--- config.mk ---
export PLATFORM = sky130hd
export DESIGN_NAME = multicycle_control_fsm_flat
export DESIGN_NICKNAME = d
export VERILOG_FILES = /design/src/rtl/multicycle_control_fsm_if.sv /design/src/rtl/multicycle_control_fsm.sv /design/src/flat_wrapper.sv
export SDC_FILE = /design/constraint.sdc
export NUM_CORES = 1
export LEC_CHECK = 0
export CAP_MARGIN = 20
export CORE_UTILIZATION = 37
export DETAILED_ROUTE_END_ITERATION = 7
export GPL_ROUTABILITY_DRIVEN = 1
export PLACE_DENSITY = 0.76
export REMOVE_ABC_BUFFERS = 1
export SYNTH_ARGS = -nofsm -noshare
export SYNTH_HDL_FRONTEND = slang
export SYNTH_SLANG_ARGS = --single-unit
--- constraint.sdc ---
create_clock -name clk -period 1.5 [get_ports clk]
set_input_delay 0.45 -clock clk [delete_from_list [all_inputs] [get_ports clk]]
set_output_delay 0.45 -clock clk [all_outputs]
set_load 0.01 [all_outputs]
--- src/rtl/multicycle_control_fsm_if.sv ---
// Control/status bundle between the multicycle datapath and its control FSM.
// master = control FSM side, slave = datapath side.
interface multicycle_control_fsm_if #(
    parameter int ALU_OP_W = 2
);
    // Datapath status into the FSM
    logic [6:0]          opcode;
    logic                bcond;
    logic                mem_ready;
    logic                is_halt;

    // Control strobes out of the FSM
    logic                pc_write;
    logic                IorD;
    logic                mem_read;
    logic                mem_write;
    logic                mem_to_reg;
    logic                ir_write;
    logic                pc_src;
    logic                alu_srcA;
    logic                reg_write;
    logic                halted;
    logic                trapped;
    logic                mem_timeout;
    logic [ALU_OP_W-1:0] alu_op;
    logic [1:0]          alu_srcB;
    logic [3:0]          state;

    modport master (
        input  opcode,
        input  bcond,
        input  mem_ready,
        input  is_halt,
        output pc_write,
        output IorD,
        output mem_read,
        output mem_write,
        output mem_to_reg,
        output ir_write,
        output pc_src,
        output alu_srcA,
        output reg_write,
        output halted,
        output trapped,
        output mem_timeout,
        output alu_op,
        output alu_srcB,
        output state
    );

    modport slave (
        output opcode,
        output bcond,
        output mem_ready,
        output is_halt,
        input  pc_write,
        input  IorD,
        input  mem_read,
        input  mem_write,
        input  mem_to_reg,
        input  ir_write,
        input  pc_src,
        input  alu_srcA,
        input  reg_write,
        input  halted,
        input  trapped,
        input  mem_timeout,
        input  alu_op,
        input  alu_srcB,
        input  state
    );
endinterface

--- src/rtl/multicycle_control_fsm.sv ---
// Multicycle RV32 control FSM with Moore-style strobes decoded from the registered state.
// Define MEM_TIMEOUT_EN to add a memory-wait watchdog that traps after 2^TIMEOUT_W-1 stalls.
module multicycle_control_fsm #(
    parameter int ALU_OP_W  = 2,
    parameter int TIMEOUT_W = 8
) (
    input  logic                     clk,
    input  logic                     reset,
    multicycle_control_fsm_if.master bus
);

    typedef enum logic [3:0] {
        StIf      = 4'd0,
        StId      = 4'd1,
        StExR     = 4'd2,
        StExI     = 4'd3,
        StExAddr  = 4'd4,
        StMemLd   = 4'd5,
        StMemSt   = 4'd6,
        StWbAlu   = 4'd7,
        StWbLd    = 4'd8,
        StExBr    = 4'd9,
        StBrTake  = 4'd10,
        StExJal   = 4'd11,
        StExJalr  = 4'd12,
        StEcall   = 4'd13,
        StHalt    = 4'd14,
        StTrap    = 4'd15
    } state_e;

    localparam logic [6:0] OpR      = 7'b0110011;
    localparam logic [6:0] OpI      = 7'b0010011;
    localparam logic [6:0] OpLoad   = 7'b0000011;
    localparam logic [6:0] OpStore  = 7'b0100011;
    localparam logic [6:0] OpBranch = 7'b1100011;
    localparam logic [6:0] OpJal    = 7'b1101111;
    localparam logic [6:0] OpJalr   = 7'b1100111;
    localparam logic [6:0] OpSystem = 7'b1110011;

    localparam logic [ALU_OP_W-1:0] AluAdd   = ALU_OP_W'(0);
    localparam logic [ALU_OP_W-1:0] AluFunct = ALU_OP_W'(1);
    localparam logic [ALU_OP_W-1:0] AluBr    = ALU_OP_W'(2);

    localparam logic [1:0] SrcBRs2  = 2'd0;
    localparam logic [1:0] SrcBFour = 2'd1;
    localparam logic [1:0] SrcBImm  = 2'd2;

    if (ALU_OP_W < 2 || TIMEOUT_W < 1) begin : g_param_check
        $error("multicycle_control_fsm: ALU_OP_W must be >= 2 and TIMEOUT_W >= 1");
    end

    state_e              r_state;
    state_e              w_state_next;
    logic                w_timeout;

    logic                w_pc_write;
    logic                w_iord;
    logic                w_mem_read;
    logic                w_mem_write;
    logic                w_mem_to_reg;
    logic                w_ir_write;
    logic                w_pc_src;
    logic                w_alu_src_a;
    logic                w_reg_write;
    logic                w_halted;
    logic                w_trapped;
    logic [ALU_OP_W-1:0] w_alu_op;
    logic [1:0]          w_alu_src_b;

`ifdef MEM_TIMEOUT_EN
    localparam logic [TIMEOUT_W-1:0] WaitLast = {TIMEOUT_W{1'b1}} - TIMEOUT_W'(1);

    logic                 w_mem_state;
    logic [TIMEOUT_W-1:0] r_wait;
    logic [TIMEOUT_W-1:0] w_wait_next;

    assign w_mem_state = (r_state == StIf) || (r_state == StMemLd) || (r_state == StMemSt);

    // Counter is zero on entry to every memory state, so only stalled memory cycles count.
    always_comb begin
        w_wait_next = '0;
        if (w_mem_state && !bus.mem_ready) begin
            w_wait_next = r_wait + TIMEOUT_W'(1);
        end
    end

    // This stall would bring the counter to its all-ones limit.
    assign w_timeout = w_mem_state && !bus.mem_ready && (r_wait == WaitLast);

    always_ff @(posedge clk) begin
        if (reset) begin
            r_wait <= '0;
        end else begin
            r_wait <= w_wait_next;
        end
    end
`else
    assign w_timeout = 1'b0;
`endif

    always_ff @(posedge clk) begin
        if (reset) begin
            r_state <= StIf;
        end else begin
            r_state <= w_state_next;
        end
    end

    always_comb begin
        w_state_next = r_state;
        w_pc_write   = 1'b0;
        w_iord       = 1'b0;
        w_mem_read   = 1'b0;
        w_mem_write  = 1'b0;
        w_mem_to_reg = 1'b0;
        w_ir_write   = 1'b0;
        w_pc_src     = 1'b0;
        w_alu_src_a  = 1'b0;
        w_reg_write  = 1'b0;
        w_halted     = 1'b0;
        w_trapped    = 1'b0;
        w_alu_op     = AluAdd;
        w_alu_src_b  = SrcBRs2;

        unique case (r_state)
            StIf: begin
                w_mem_read = 1'b1;
                w_ir_write = bus.mem_ready;
                if (bus.mem_ready) begin
                    w_state_next = StId;
                end else if (w_timeout) begin
                    w_state_next = StTrap;
                end
            end
            StId: begin
                // ALUOut <- PC + 4, reused as the fall-through PC by later states
                w_alu_src_b = SrcBFour;
                case (bus.opcode)
                    OpR:             w_state_next = StExR;
                    OpI:             w_state_next = StExI;
                    OpLoad, OpStore: w_state_next = StExAddr;
                    OpBranch:        w_state_next = StExBr;
                    OpJal:           w_state_next = StExJal;
                    OpJalr:          w_state_next = StExJalr;
                    OpSystem:        w_state_next = StEcall;
                    default:         w_state_next = StTrap;
                endcase
            end
            StExR: begin
                w_alu_src_a  = 1'b1;
                w_alu_op     = AluFunct;
                w_state_next = StWbAlu;
            end
            StExI: begin
                w_alu_src_a  = 1'b1;
                w_alu_src_b  = SrcBImm;
                w_alu_op     = AluFunct;
                w_state_next = StWbAlu;
            end
            StExAddr: begin
                w_alu_src_a  = 1'b1;
                w_alu_src_b  = SrcBImm;
                w_state_next = (bus.opcode == OpStore) ? StMemSt : StMemLd;
            end
            StMemLd: begin
                w_mem_read = 1'b1;
                w_iord     = 1'b1;
                if (bus.mem_ready) begin
                    w_state_next = StWbLd;
                end else if (w_timeout) begin
                    w_state_next = StTrap;
                end
            end
            StMemSt: begin
                w_mem_write = 1'b1;
                w_iord      = 1'b1;
                if (bus.mem_ready) begin
                    w_pc_write   = 1'b1;
                    w_pc_src     = 1'b1;
                    w_state_next = StIf;
                end else if (w_timeout) begin
                    w_state_next = StTrap;
                end
            end
            StWbAlu, StWbLd: begin
                w_reg_write  = 1'b1;
                w_mem_to_reg = (r_state == StWbLd);
                w_pc_write   = 1'b1;
                w_pc_src     = 1'b1;
                w_state_next = StIf;
            end
            StExBr: begin
                w_alu_src_a = 1'b1;
                w_alu_op    = AluBr;
                if (bus.bcond) begin
                    w_state_next = StBrTake;
                end else begin
                    w_pc_write   = 1'b1;
                    w_pc_src     = 1'b1;
                    w_state_next = StIf;
                end
            end
            StBrTake: begin
                w_alu_src_b  = SrcBImm;
                w_pc_write   = 1'b1;
                w_state_next = StIf;
            end
            StExJal, StExJalr: begin
                // Link value PC+4 is already in ALUOut; the ALU computes the target
                w_alu_src_a  = (r_state == StExJalr);
                w_alu_src_b  = SrcBImm;
                w_reg_write  = 1'b1;
                w_pc_write   = 1'b1;
                w_state_next = StIf;
            end
            StEcall: begin
                if (bus.is_halt) begin
                    w_state_next = StHalt;
                end else begin
                    w_pc_write   = 1'b1;
                    w_pc_src     = 1'b1;
                    w_state_next = StIf;
                end
            end
            StHalt: begin
                w_halted = 1'b1;
            end
            StTrap: begin
                w_trapped = 1'b1;
            end
            default: begin
                w_state_next = StTrap;
            end
        endcase

        if (reset) begin
            w_pc_write  = 1'b0;
            w_mem_read  = 1'b0;
            w_mem_write = 1'b0;
            w_ir_write  = 1'b0;
            w_reg_write = 1'b0;
            w_halted    = 1'b0;
            w_trapped   = 1'b0;
        end
    end

    assign bus.pc_write    = w_pc_write;
    assign bus.IorD        = w_iord;
    assign bus.mem_read    = w_mem_read;
    assign bus.mem_write   = w_mem_write;
    assign bus.mem_to_reg  = w_mem_to_reg;
    assign bus.ir_write    = w_ir_write;
    assign bus.pc_src      = w_pc_src;
    assign bus.alu_srcA    = w_alu_src_a;
    assign bus.reg_write   = w_reg_write;
    assign bus.halted      = w_halted;
    assign bus.trapped     = w_trapped;
    assign bus.mem_timeout = w_timeout && !reset;
    assign bus.alu_op      = w_alu_op;
    assign bus.alu_srcB    = w_alu_src_b;
    assign bus.state       = r_state;

endmodule

--- src/flat_wrapper.sv ---
// flat-port wrapper written by rule: the top's interface ports become plain ports
module multicycle_control_fsm_flat 
#(
    parameter int ALU_OP_W  = 2,
    parameter int TIMEOUT_W = 8
)
  (clk, reset, bus_opcode, bus_bcond, bus_mem_ready, bus_is_halt, bus_pc_write, bus_IorD, bus_mem_read, bus_mem_write, bus_mem_to_reg, bus_ir_write, bus_pc_src, bus_alu_srcA, bus_reg_write, bus_halted, bus_trapped, bus_mem_timeout, bus_alu_op, bus_alu_srcB, bus_state);
  multicycle_control_fsm_if #(.ALU_OP_W(ALU_OP_W)) bus_i ();
  input  logic clk;
  input  logic reset;
  input wire logic [$bits(bus_i.opcode)-1:0] bus_opcode;
  input wire logic [$bits(bus_i.bcond)-1:0] bus_bcond;
  input wire logic [$bits(bus_i.mem_ready)-1:0] bus_mem_ready;
  input wire logic [$bits(bus_i.is_halt)-1:0] bus_is_halt;
  output wire logic [$bits(bus_i.pc_write)-1:0] bus_pc_write;
  output wire logic [$bits(bus_i.IorD)-1:0] bus_IorD;
  output wire logic [$bits(bus_i.mem_read)-1:0] bus_mem_read;
  output wire logic [$bits(bus_i.mem_write)-1:0] bus_mem_write;
  output wire logic [$bits(bus_i.mem_to_reg)-1:0] bus_mem_to_reg;
  output wire logic [$bits(bus_i.ir_write)-1:0] bus_ir_write;
  output wire logic [$bits(bus_i.pc_src)-1:0] bus_pc_src;
  output wire logic [$bits(bus_i.alu_srcA)-1:0] bus_alu_srcA;
  output wire logic [$bits(bus_i.reg_write)-1:0] bus_reg_write;
  output wire logic [$bits(bus_i.halted)-1:0] bus_halted;
  output wire logic [$bits(bus_i.trapped)-1:0] bus_trapped;
  output wire logic [$bits(bus_i.mem_timeout)-1:0] bus_mem_timeout;
  output wire logic [$bits(bus_i.alu_op)-1:0] bus_alu_op;
  output wire logic [$bits(bus_i.alu_srcB)-1:0] bus_alu_srcB;
  output wire logic [$bits(bus_i.state)-1:0] bus_state;
  assign bus_i.opcode = bus_opcode;
  assign bus_i.bcond = bus_bcond;
  assign bus_i.mem_ready = bus_mem_ready;
  assign bus_i.is_halt = bus_is_halt;
  assign bus_pc_write = bus_i.pc_write;
  assign bus_IorD = bus_i.IorD;
  assign bus_mem_read = bus_i.mem_read;
  assign bus_mem_write = bus_i.mem_write;
  assign bus_mem_to_reg = bus_i.mem_to_reg;
  assign bus_ir_write = bus_i.ir_write;
  assign bus_pc_src = bus_i.pc_src;
  assign bus_alu_srcA = bus_i.alu_srcA;
  assign bus_reg_write = bus_i.reg_write;
  assign bus_halted = bus_i.halted;
  assign bus_trapped = bus_i.trapped;
  assign bus_mem_timeout = bus_i.mem_timeout;
  assign bus_alu_op = bus_i.alu_op;
  assign bus_alu_srcB = bus_i.alu_srcB;
  assign bus_state = bus_i.state;
  multicycle_control_fsm #(.ALU_OP_W(ALU_OP_W), .TIMEOUT_W(TIMEOUT_W)) u_core (.clk(clk), .reset(reset), .bus(bus_i));
endmodule
==> flow_summary.json, run 1 <==
{
  "ys_warn_count": 0,
  "die_h_um": 45.6,
  "syn_area_per_cell_um2": 6.81,
  "cts_max_level": 1,
  "cts.sinks": 4,
  "grt_max_degree": 12,
  "synth_area_um2": 702,
  "failing_step": "global routing (5_1_grt)",
  "synth_edf_count": 0,
  "ys_ff_latch": 4,
  "crit_endpoint": "bus_pc_write",
  "preCtsSetupSlack_ns": -1.01,
  "ios": 32,
  "post-synth-top-count-cell": "nor3_1",
  "io_buffers": 30,
  "ys_top_cells_by_area": "dfxtp_1 (11%), nand2b_1 (8.0%), nor3_1 (7.8%)",
  "error_message": "[ERROR DPL-0038] Utilization greater than 100%, impossible to legalize",
  "dp_hpwl_um": 2120,
  "async_flop_share_pct": 0,
  "synth_cells": 103,
  "die_w_um": 45.6,
  "max-clock-path-buffers": 2,
  "synth_cell_types": 38,
  "yosys-top-cells-count": "nor3_1 (11), a21oi_1 (9), nand2b_1 (9)",
  "worst_endpoint_kind": "top-level output",
  "outcome": "did not finish",
  "start_util_pct": 40.2,
  "synthDominantCellAreaShare_pct": 11.4,
  "cts_buffers": 3,
  "ys.flop_type": "dfxtp_1",
  "row_count": 15,
  "hold_buffers": 0,
  "yosys.area.top_type": "dfxtp_1",
  "gp_congestion": 0.890,
  "cts-root-buf": "clkbuf_4",
  "synth-seq-area-share_pct": 11.4
}
==> cells by family after synthesis <==
kind of cell / count (synthesis) / synth area share, %
other: 1 / 0.534
flip-flops: 4 / 11.4
AO/OA/AOI/OAI: 34 / 33.7
XOR/XNOR: 1 / 1.25
buffers and inverters: 13 / 10.3
AND/OR/NAND/NOR: 50 / 42.8
==> metrics by stage <==
stage,cells,cell area [um^2],utilization [%]
after detailed placement,187,1260,72.3
after global placement,187,1260,72.3
after floorplan,94,644,-
after CTS,210,1580,90.5
==> what timing repair did <==
| action | in CTS |
|---|---|
| cloned | 1 |
| setup buffers | 19 |
| gates resized for setup | 148 |
| pin swaps | 14 |
| setup endpoints to repair | 23 |
==> run 2, diff against run 1 <==
--- a/config.mk
+++ b/config.mk
@@ -6,10 +6,11 @@
 export NUM_CORES = 1
 export LEC_CHECK = 0
 export CAP_MARGIN = 20
-export CORE_UTILIZATION = 37
+export CORE_AREA = 2 2 63 65
 export DETAILED_ROUTE_END_ITERATION = 7
+export DIE_AREA = 0 0 65 67
 export GPL_ROUTABILITY_DRIVEN = 1
-export PLACE_DENSITY = 0.76
+export PLACE_DENSITY_LB_ADDON = 0.15
 export REMOVE_ABC_BUFFERS = 1
 export SYNTH_ARGS = -nofsm -noshare
 export SYNTH_HDL_FRONTEND = slang
==> constraint.sdc (replaced) <==
create_clock -name clk -period 2 [get_ports clk]
set_input_delay 0.6 -clock clk [delete_from_list [all_inputs] [get_ports clk]]
set_output_delay 0.6 -clock clk [all_outputs]
set_load 0.01 [all_outputs]
==> run 2 against run 1 <==
  * The run now ends clean
  * Synthesized cell count unchanged
  * Synthesized area unchanged
==> flow_summary.json, run 2 <==
{
  "max-clock-path-buffers": 2,
  "wire_per_inst_um": 12.4,
  "hold_path_class": "flop to flop",
  "grt_max_degree": 14,
  "cts.sinks": 4,
  "gp_congestion": 0.827,
  "fin_crit_sh_pct": 98.9,
  "finish.utilization_pct": 36.4,
  "relSlewSlack_pct": 63.4,
  "synth_cells": 103,
  "powerDensity_mw_per_mm2": 1130,
  "row_count": 22,
  "cp_slowest_cell": "dfxtp_2",
  "layout_setup_ws_ns": 0.0220,
  "slew_violations": 0,
  "p_total_mw": 1.48,
  "largest_reg_flops": 4,
  "slowest_delay_ns": 0.34,
  "drt-met1-wl_um": 1300,
  "instances_no_fill": 213,
  "drt_wl_total_um": 2640,
  "cts.reportedPaths.clkPinSlew_ns": 0.03,
  "syn_area_per_cell_um2": 6.81,
  "multi_input_area_um2": 588,
  "min_period_ns": 1.98,
  "drtPass1Iterations": 4,
  "synth_edf_count": 0,
  "yosys-top-cells-count": "nor3_1 (11), a21oi_1 (9), nand2b_1 (9)",
  "start_util_pct": 19.5,
  "synth-seq-area-share_pct": 11.4,
  "cts_max_level": 1,
  "dp_hpwl_um": 2160,
  "outcome": "finished, final reports clean",
  "hold_buffers": 0,
  "rsz0062_at_grt": "true",
  "skew_ns": 0.00121,
  "hold_viol_final": 0,
  "preCtsSetupSlack_ns": -0.771,
  "post-synth-top-count-cell": "nor3_1",
  "fin_tns_setup_ns": 0,
  "fin_nets": 179,
  "ys.flop_type": "dfxtp_1",
  "die_w_um": 65,
  "antenna_left": 0,
  "layout-drive-gt1-share_pct": 46.1,
  "dr_wl_met2_um": 1270,
  "die_h_um": 67,
  "setup_violations": 0,
  "worstPathRequired_ns": 1.40,
  "antenna_found_initial": 0,
  "final_common_cell": "buf_4",
  "routed_via_density": 4.58,
  "start_kind": "flop",
  "cts_tree": "yes",
  "async_flop_share_pct": 0,
  "worstMarginPinSlew_ns": 0.543,
  "cts_buffers": 3,
  "top_layer_used": "met3",
  "grt_pass1_wl_um": 4290,
  "placed_area_mm2": 0.00129,
  "fin_area_mm2": 0.00131,
  "peakVddDrop_mv": 0.328,
  "yosys.area.top_type": "dfxtp_1",
  "core_area_mm2": 0.00361,
  "area_delta_synth_final_pct": 87.0,
  "io_buffers": 30,
  "cp-end-kind": "output port",
  "ys_warn_count": 0,
  "initialDrtViolationCount": 34,
  "maxCapViolations": 0,
  "ff_latch_area_um2": 90.1,
  "ios": 32,
  "ys_ff_latch": 4,
  "wl_met3_um": 74,
  "grtUsageTotal_pct": 12.3,
  "path_class": "flop to output port",
  "antennaDiodeCount": 0,
  "cp.arrival_ns": 1.38,
  "die-area_mm2": 0.00436,
  "cts-root-buf": "clkbuf_8",
  "fmax_mhz": 506,
  "leakagePower_nw": 0.585,
  "synth_cell_types": 38,
  "vias": 976,
  "drc": 0,
  "final_cell_mix": "buf_4 (38), nor3_1 (10), clkdlybuf4s50_1 (10)",
  "insertion_delay_ns": 0.21,
  "nFillCells": 398,
  "dp_cells": 210,
  "crit_chain": "buf_4 > nand2b_4 > o21ai_0 > a222oi_1 > nor2_1 > buf_2",
  "ys_top_cells_by_area": "dfxtp_1 (11%), nand2b_1 (8.0%), nor3_1 (7.8%)",
  "worstPathMaxFanout": 4,
  "overflow": 0,
  "grt_pass1_vias": 944,
  "hold_ws_ns": 0.781,
  "synthDominantCellAreaShare_pct": 11.4,
  "synth_area_um2": 702
}
[run 2: kinds of logic (layout without fill, tap and decap cells)]
| family | count (synthesis) | count (layout) | synth area share [%] |
|---|---|---|---|
| XOR/XNOR | 1 | 1 | 1.25 |
| buffers and inverters | 13 | 75 | 10.3 |
| AO/OA/AOI/OAI | 34 | 34 | 33.7 |
| AND/OR/NAND/NOR | 50 | 50 | 42.8 |
| other | 1 | 1 | 0.534 |
| flip-flops | 4 | 4 | 11.4 |
[run 2: final timing paths]
kind / from / end / slack, ns / depth (start not counted)
max reg2reg: u_core.bus.state[1] / u_core.bus.state[0] / 0.47 / 6
max: u_core.bus.state[3] / bus_pc_write / 0.02 / 6
min: u_core.bus.state[3] / u_core.bus.state[2] / 0.78 / 4
min reg2reg: u_core.bus.state[3] / u_core.bus.state[2] / 0.78 / 4
[run 2: power breakdown]
group	internal, mW	switching, mW	leakage, nW
sequential	0.124	0.0652	0.0350
clock	0.128	0.0393	0.0216
combinational	0.596	0.524	0.529
[run 2: routing by layer]
| layer | vias to the layer above | global-route usage [%] |
|---|---|---|
| li1 | 504 | - |
| met1 | 459 | 17.3 |
| met2 | 13 | 20.0 |
| met3 | 0 | 2.36 |
| met4 | 0 | 1.60 |
| met5 | - | 0 |
[run 2: what timing repair did]
item,in CTS,in global routing
pin swaps,5,3
endpoints found under the hold margin,0,0
setup endpoints to repair,18,11
buffers inserted,0,0
resized for setup,59,17
[run 2: worst max-delay path: cells and delay by family (launching register included)]
family | cells | cell delay (ns)
flops | 1 | 0.34
buf+inv | 2 | 0.27
compound gates | 2 | 0.35
simple gates | 2 | 0.20
[run 2: final cells by class]
type | count | area share [%]
multi-input cells | 86 | 44.8
clock buffers | 3 | 3.15
well taps | 48 | 4.58
repair buffers | 68 | 39.5
inverters | 4 | 1.14
flip-flops and latches | 4 | 6.86
(Power assumes the default switching activity.)
==> run 3, diff against run 2 <==
--- a/config.mk
+++ b/config.mk
@@ -5,7 +5,7 @@
 export SDC_FILE = /design/constraint.sdc
 export NUM_CORES = 1
 export LEC_CHECK = 0
-export CAP_MARGIN = 20
+export CAP_MARGIN = 10
 export CORE_AREA = 2 2 63 65
 export DETAILED_ROUTE_END_ITERATION = 7
 export DIE_AREA = 0 0 65 67
==> results of run 3 <==
No change in the layout: final DEF, timing and power equal those of run 2.
